## src/rtl/muldiv_pkg.sv

```systemverilog
// Shared types and constants for the iterative 16-bit multiply/divide unit.
// Used by both the iteration datapath and the control/top level.
package muldiv_pkg;

   localparam int WIDTH = 16;
   localparam int ITER  = 16;
   localparam int CNT_W = 5;

   localparam logic [CNT_W-1:0] ITER_CNT = CNT_W'(ITER);

   localparam logic OP_MUL = 1'b0;
   localparam logic OP_DIV = 1'b1;

   // Quotient reported when the divisor is zero
   localparam logic [WIDTH-1:0] DBZ_QUOTIENT = 16'hFFFF;

   typedef enum logic [1:0] {
      ST_IDLE = 2'd0,
      ST_RUN  = 2'd1,
      ST_DONE = 2'd2
   } state_t;

endpackage

```

## src/rtl/muldiv_step.sv

```systemverilog
// One combinational iteration of either shift-add multiply or restoring divide.
// The accumulator pair is {accHi, accLo}; operand is the multiplicand or divisor.
module muldiv_step
   import muldiv_pkg::*;
(
   input  logic             op,
   input  logic [WIDTH-1:0] accHi,
   input  logic [WIDTH-1:0] accLo,
   input  logic [WIDTH-1:0] operand,
   output logic [WIDTH-1:0] nextHi,
   output logic [WIDTH-1:0] nextLo
);

   logic [WIDTH:0] w_sum;
   logic [WIDTH:0] w_shiftRem;
   logic [WIDTH:0] w_trial;

   always_comb begin
      nextHi     = accHi;
      nextLo     = accLo;
      w_sum      = '0;
      w_shiftRem = '0;
      w_trial    = '0;
      if (op == OP_MUL) begin
         // Carry out of the upper-half add shifts back in as the new MSB
         w_sum            = {1'b0, accHi} + (accLo[0] ? {1'b0, operand} : {(WIDTH+1){1'b0}});
         {nextHi, nextLo} = {w_sum, accLo[WIDTH-1:1]};
      end else begin
         // Remainder after the shift is 17 bits wide; bit WIDTH of the trial is its sign
         w_shiftRem = {accHi, accLo[WIDTH-1]};
         w_trial    = w_shiftRem - {1'b0, operand};
         if (!w_trial[WIDTH]) begin
            nextHi = w_trial[WIDTH-1:0];
            nextLo = {accLo[WIDTH-2:0], 1'b1};
         end else begin
            nextHi = w_shiftRem[WIDTH-1:0];
            nextLo = {accLo[WIDTH-2:0], 1'b0};
         end
      end
   end

endmodule

```

## src/rtl/muldiv_unit.sv

```systemverilog
// Iterative unsigned 16x16 multiply / 16/16 divide with a 3-state control FSM.
// Results are copied to the output registers only on the final iteration.
module muldiv_unit
   import muldiv_pkg::*;
(
   input  logic             clock,
   input  logic             reset,
   input  logic             start,
   input  logic             op,
   input  logic [WIDTH-1:0] operandA,
   input  logic [WIDTH-1:0] operandB,
   output logic             busy,
   output logic             done,
   output logic [WIDTH-1:0] resultLo,
   output logic [WIDTH-1:0] resultHi,
   output logic             divByZero
);

   state_t           r_state;
   logic             r_op;
   logic [WIDTH-1:0] r_operand;
   logic [WIDTH-1:0] r_accHi;
   logic [WIDTH-1:0] r_accLo;
   logic [CNT_W-1:0] r_count;

   logic [WIDTH-1:0] w_nextHi;
   logic [WIDTH-1:0] w_nextLo;

   muldiv_step u_step (
      .op      (r_op),
      .accHi   (r_accHi),
      .accLo   (r_accLo),
      .operand (r_operand),
      .nextHi  (w_nextHi),
      .nextLo  (w_nextLo)
   );

   // IDLE and DONE both accept a new start, which gives back-to-back issue
   always_ff @(posedge clock) begin
      if (reset) begin
         r_state   <= ST_IDLE;
         r_op      <= OP_MUL;
         r_operand <= '0;
         r_accHi   <= '0;
         r_accLo   <= '0;
         r_count   <= '0;
         busy      <= 1'b0;
         done      <= 1'b0;
         resultLo  <= '0;
         resultHi  <= '0;
         divByZero <= 1'b0;
      end else begin
         done <= 1'b0;
         case (r_state)
            ST_IDLE, ST_DONE: begin
               if (start) begin
                  r_op      <= op;
                  r_count   <= ITER_CNT;
                  r_accHi   <= '0;
                  divByZero <= 1'b0;
                  if (op == OP_DIV && operandB == '0) begin
                     resultLo  <= DBZ_QUOTIENT;
                     resultHi  <= operandA;
                     divByZero <= 1'b1;
                     done      <= 1'b1;
                     busy      <= 1'b0;
                     r_state   <= ST_DONE;
                  end else begin
                     // Multiply keeps the multiplier in the low half; divide keeps the dividend
                     r_operand <= (op == OP_MUL) ? operandA : operandB;
                     r_accLo   <= (op == OP_MUL) ? operandB : operandA;
                     busy      <= 1'b1;
                     r_state   <= ST_RUN;
                  end
               end else begin
                  r_state <= ST_IDLE;
               end
            end
            ST_RUN: begin
               r_accHi <= w_nextHi;
               r_accLo <= w_nextLo;
               r_count <= r_count - CNT_W'(1);
               if (r_count == CNT_W'(1)) begin
                  resultHi <= w_nextHi;
                  resultLo <= w_nextLo;
                  busy     <= 1'b0;
                  done     <= 1'b1;
                  r_state  <= ST_DONE;
               end
            end
            default: begin
               busy    <= 1'b0;
               r_state <= ST_IDLE;
            end
         endcase
      end
   end

endmodule

```

## config.mk

```make
export PLATFORM = sky130hd
export DESIGN_NAME = muldiv_unit
export DESIGN_NICKNAME = d
export VERILOG_FILES = /design/src/rtl/muldiv_pkg.sv /design/src/rtl/muldiv_step.sv /design/src/rtl/muldiv_unit.sv
export SDC_FILE = /design/constraint.sdc
export NUM_CORES = 1
export LEC_CHECK = 0
export CAP_MARGIN = 25
export CORE_UTILIZATION = 59
export CTS_BUF_LIST = sky130_fd_sc_hd__clkbuf_4
export DETAILED_ROUTE_END_ITERATION = 12
export PLACE_DENSITY = 0.9
export RECOVER_POWER = 50
export SLEW_MARGIN = 10
export SYNTH_ARGS = -nofsm -noshare
export SYNTH_HDL_FRONTEND = slang
export SYNTH_SLANG_ARGS = --single-unit
export TNS_END_PERCENT = 20
```

## constraint.sdc

```tcl
create_clock -name clock -period 6.9 [get_ports clock]
set_clock_uncertainty 0.2 [all_clocks]
set_input_delay 1.725 -clock clock [delete_from_list [all_inputs] [get_ports clock]]
set_output_delay 1.725 -clock clock [all_outputs]
set_load 0.01 [all_outputs]
```

## Word-level counts from Yosys, hierarchy flattened

Cells that the tools add are included.

| cells by class | value |
|---|---|
| $add $sub $neg | 3 |
| multipliers | 0 |
| divide/modulo/power cells | 0 |
| magnitude comparators | 0 |
| equality and inequality tests | 7 |
| shift operators | 0 |
| multiplexer cells | 34 |
| bitwise logic cells | 1 |
| reductions and logical operators | 11 |

Operator list:

| operator | number |
|---|---|
| $mux 16 | 15 |
| $pmux 16 s2 | 4 |
| $add 16x17->17 | 1 |
| $sub 17x16->17 | 1 |
| $logic_not 16->1 | 1 |
| $pmux 5 s2 | 1 |
| $ne 2x2->1 const B | 4 |
| $mux 1 | 7 |
| $mux 2 | 3 |
| $reduce_and 2->1 | 3 |
| $reduce_and 3->1 | 2 |
| $eq 5x1->1 const B | 1 |
| $mux 5 | 1 |
| $sub 5x1->5 const B | 1 |
| $pmux 1 s2 | 2 |
| $pmux 2 s2 | 1 |
| $reduce_and 4->1 | 1 |
| $eq 2x1->1 const B | 1 |
| $eq 2x2->1 const B | 1 |
| $logic_not 2->1 | 1 |
| $reduce_bool 2->1 | 1 |
| $reduce_or 2->1 | 1 |
| $logic_and 1x1->1 | 1 |
| $not 1->1 | 1 |

| storage, ports and cells | value |
|---|---|
| register bits | 91 |
| bits in latches | 0 |
| bits in writable memories | 0 |
| ROM bits | 0 |
| input port bits | 36 |
| output and inout bits | 35 |
| logic and storage cells | 67 |
| memories kept | 0 |

## Depth between registers and ports, before layout

| depth | value |
|---|---|
| depth in word-level cells | 5 |
| gate-level depth with buffers | 12 |
| mapped depth without buffers | 11 |

## By module

A second synthesis with hierarchy kept.

| second synthesis, totals | value |
|---|---|
| cell total of the unflattened synthesis | 751 |
| area total of the unflattened synthesis | 6381.1 um^2 |

Modules (own cells, without submodules):

| module | instances | cells each | area an instance (um^2) | sequential area each (um^2) |
|---|---|---|---|---|
| muldiv_unit | 1 | 467 | 4281.6 | 1821.7 |
| muldiv_step | 1 | 284 | 2099.5 | 0.0 |

## Least setup slack after synthesis

OpenSTA, ideal clock, no wires.

| path | value |
|---|---|
| path kind | input-to-reg |
| start | input op |
| end | register r_accLo[6] |
| setup time | 0.132 ns |
| data arrival time | 3.412 ns |
| data required time | 6.568 ns |
| slack | 3.156 ns |
| cell stages on the path | 8 |
| buffers on the path | 3 |
| cells stage by stage | buf_2 -> or4b_1 -> nor4_1 -> nor2_1 -> clkbuf_1 -> clkbuf_1 -> o211ai_1 -> a21oi_1 |

| between the ends | value |
|---|---|
| longest elaborated chain between the ends | 4 |
| elaborated cells between the ends (all ways) | 7 |
| classes of those cells | 1 x eq/ne; 4 x mux; 2 x reduce/logical |

RTL lines:

| element | line | source |
|---|---|---|
| start, declared | muldiv_unit.sv:9 | `input logic op,` |
| $mux 16 | muldiv_unit.sv:71 | `r_accLo <= (op == OP_MUL) ? operandB : operandA;` |
| $mux 16 | muldiv_unit.sv:61 | `if (op == OP_DIV && operandB == '0) begin` |
| $mux 16 | muldiv_unit.sv:56 | `if (start) begin` |
| $pmux 16 s2 | muldiv_unit.sv:54 | `case (r_state)` |
| end signal, assigned | muldiv_unit.sv:71 |  |
| end signal, assigned | muldiv_unit.sv:81 | `r_accLo <= w_nextLo;` |
| end, declared | muldiv_unit.sv:23 | `logic [WIDTH-1:0] r_accLo;` |

Several ways; a longest one is shown, not always the timed one. The select of a mux whose other input is x is not followed.
A chain may end at the register's enable or synchronous reset.

## Final worst setup path

| path | value |
|---|---|
| start | register r_accLo[15] |
| end | register resultHi[1] |

| between the ends | value |
|---|---|
| longest elaborated chain between the ends | 5 |

RTL lines:

| element | line | source |
|---|---|---|
| $sub 17x16->17 | muldiv_step.sv:31 | `w_trial = w_shiftRem - {1'b0, operand};` |
| $mux 16 | muldiv_step.sv:32 | `if (!w_trial[WIDTH]) begin` |
| $mux 16 | muldiv_step.sv:24 | `if (op == OP_MUL) begin` |
| $mux 16 | muldiv_unit.sv:83 | `if (r_count == CNT_W'(1)) begin` |
| $pmux 16 s2 | muldiv_unit.sv:54 |  |
| end signal, assigned | muldiv_unit.sv:63 | `resultHi <= operandA;` |
| end signal, assigned | muldiv_unit.sv:84 | `resultHi <= w_nextHi;` |
| end, declared | muldiv_unit.sv:15 | `output logic [WIDTH-1:0] resultHi,` |

Every way passes these cells. The select of a mux whose other input is x is not followed.

==> reports/metrics.csv <==
metric,value,unit
max_slew_margin,-0.169,
antenna_found_initial,0,
yosys_most_used_dff,dfxtp_1,
clock_path_buffers,2,
critPathRequiredTime,7.01,ns
die_h,104,um
maxCapViolations,1,
setup_violations,0,
num_vias,6258,
fin_crit,4.69,ns
muxShareOfSynthArea,0.0777,
hold_class,flop to flop,
grt_setup_unrepaired,false,
insertion_delay,0.46,ns
cts_root_buf,clkbuf_4,
synth_cells,785,
place_area,6890,um^2
timing.critical_path.from_type,flop,
synth.area.top_cells,"dfxtp_1, ha_1, a21oi_1",
ioPinCount,71,
rows,36,
ctsHoldBuffers,0,
htreeDepth,3,
design.core.area,9950,um^2
insertedDiodeCount,0,
ys_seq_area_frac,0.296,
drt_iter0_drc,620,
die_x,104,um
via_per_inst,6.50,
synth_top_family_by_area,compound AO/OA/AOI/OAI gates,
synth-edff-count,0,
dieArea,10800,um^2
powerDensity,188,nW/um^2
drive_above_1_share,0.0711,
synthArstFlopShare,0,
fin_nets,897,
routedWlPerCell,19.4,um
synth_top_area_frac,0.296,
final_cell_mix,"dfxtp_1, nor2_1, a21oi_1",
grt_pass1_wl,30400,um
syn_to_final_growth,14.1,%
synth_xor_area_frac,0.0270,
clock-sinks,91,
status,"finished, violations left",
synthSimpleGateAreaFrac,0.225,
finish.instance_area,7020,um^2
routabilityCongestion,0.902,
drv_slew,15,
synth-seq-cells,91,
post_cts_buffers,0,
grt_max_degree,67,
synth_compound_area_frac,0.245,
yosys.area.top_type,dfxtp_1,
holdWs,0.299,ns
ctsResizeCount,0,
final_cells,963,
synthesis.nets,857,
place_inst,946,
cts_buffers,9,
worst_pin_slew,1.74,ns
p_leak,0.00281,uW
worst-endpoint-arrival,4.80,ns
violations,"max-capacitance violations, max-slew violations",
netlist_area,6150,um^2
yosys.area_share.adder,0.0757,
cts_tree,done,
layout_worst_path_cycle_share,0.680,
start_util,0.618,
post-route-drc-count,0,
worstSetupPathType,flop to flop,
routed_wl,18700,um
overflow,0,
drt.antenna.violating_nets,0,
max_freq,213,MHz
track_usage,0.350,
synth_warnings,0,
tns,0,ns
ir_drop,0.000190,V
clk_transition_reported_paths,0.14,ns
synth_cell_type_count,67,
crit_fanout,14,
hold_violations,0,
end_kind,flop,
final_common_cell,dfxtp_1,
syn_avg_cell_area,7.84,um^2
grt_pass1_vias,5859,
finish.utilization,0.705,
drtPass1Iterations,5,
port_buffers,70,
post-dp-hpwl,13800,um
==> per-stage QoR <==
| step | setup slack, ns | power [uW] |
|---|---|---|
| 5_1_grt | 2.01 | 1380 |
| 2_1_floorplan | 3.16 | 874 |
| 3_3_place_gp | 2.05 | 988 |
| 6_report | 2.21 | 1320 |
| 3_5_place_dp | 2.02 | 997 |
| 4_1_cts | 2.52 | 1320 |
==> sequential cells by signal (all words and copies together), names as in the netlist, 2 cells and up <==
signal     count
r_operand     16
r_accLo       16
resultHi      16
r_state        2
resultLo      16
r_count        5
r_accHi       16
==> final timing paths <==
path | startpoint | endpoint | slack, ns | depth (start not counted)
setup / recovery | r_accLo[15]$_SDFFE_PP0P_ | resultHi[1]$_SDFFE_PP0P_ | 2.21 | 11
hold / removal | divByZero$_SDFFE_PP0P_ | divByZero$_SDFFE_PP0P_ | 0.30 | 2
setup reg to reg | r_accLo[15]$_SDFFE_PP0P_ | resultHi[1]$_SDFFE_PP0P_ | 2.21 | 11
hold reg to reg | divByZero$_SDFFE_PP0P_ | divByZero$_SDFFE_PP0P_ | 0.30 | 2
==> final cells by class <==
class | instances | area (um^2)
multi-input combinational | 611 | 3980
fill | 764 | 2940
sequential | 91 | 1820
timing repair buffer | 80 | 769
tap | 133 | 166
inverter | 32 | 120
clock inverter | 7 | 92.6
clock buffer | 9 | 67.6
==> routing by layer <==
metal  vias to the layer above  wire length, um  track usage
li1                       2954                -            -
met4                         0              522        0.129
met1                      2923             8040        0.466
met3                        54             1500       0.0670
met5                         -                0            0
met2                       327             8610        0.563
==> kinds of logic (layout without fill, tap and decap cells) <==
group	count (synthesis)	after routing
XOR/XNOR	19	19
flip-flops	91	91
AND/OR/NAND/NOR	284	284
multiplexers	46	46
adder cells (fa/ha/maj)	36	36
buffers and inverters	83	128
AO/OA/AOI/OAI	226	226
==> synth_stat cells, types with 19 or more instances <==
master and count:
nor2_1 82, clkbuf_1 41, dfxtp_1 91, a21oi_1 76, nand2_1 67, ha_1 34
inv_1 32, nor3_1 46, mux2i_1 32, o211ai_1 19, a211oi_1 36, and2_1 19
o21ai_0 21
==> where the power goes <==
group	internal [uW]	switching (uW)	total, uW	leakage, uW
Clock	145	180	325	0.0000779
Sequential	558	34.3	592	0.000743
Combinational	156	244	400	0.00199
==> worst max-delay path, cell delays in order, from the launching register on <==
cell and delay, ns:
dfxtp_1 0.34, inv_1 0.15, ha_1 0.24, fa_1 0.21
nand2b_1 0.17, a21oi_1 0.12, nor3_1 0.70, nor4_4 0.09
nor3_1 1.38, nor3_1 0.08, o311ai_0 0.68, a211oi_1 0.18
Note: power is estimated with default switching activity, not from simulation.
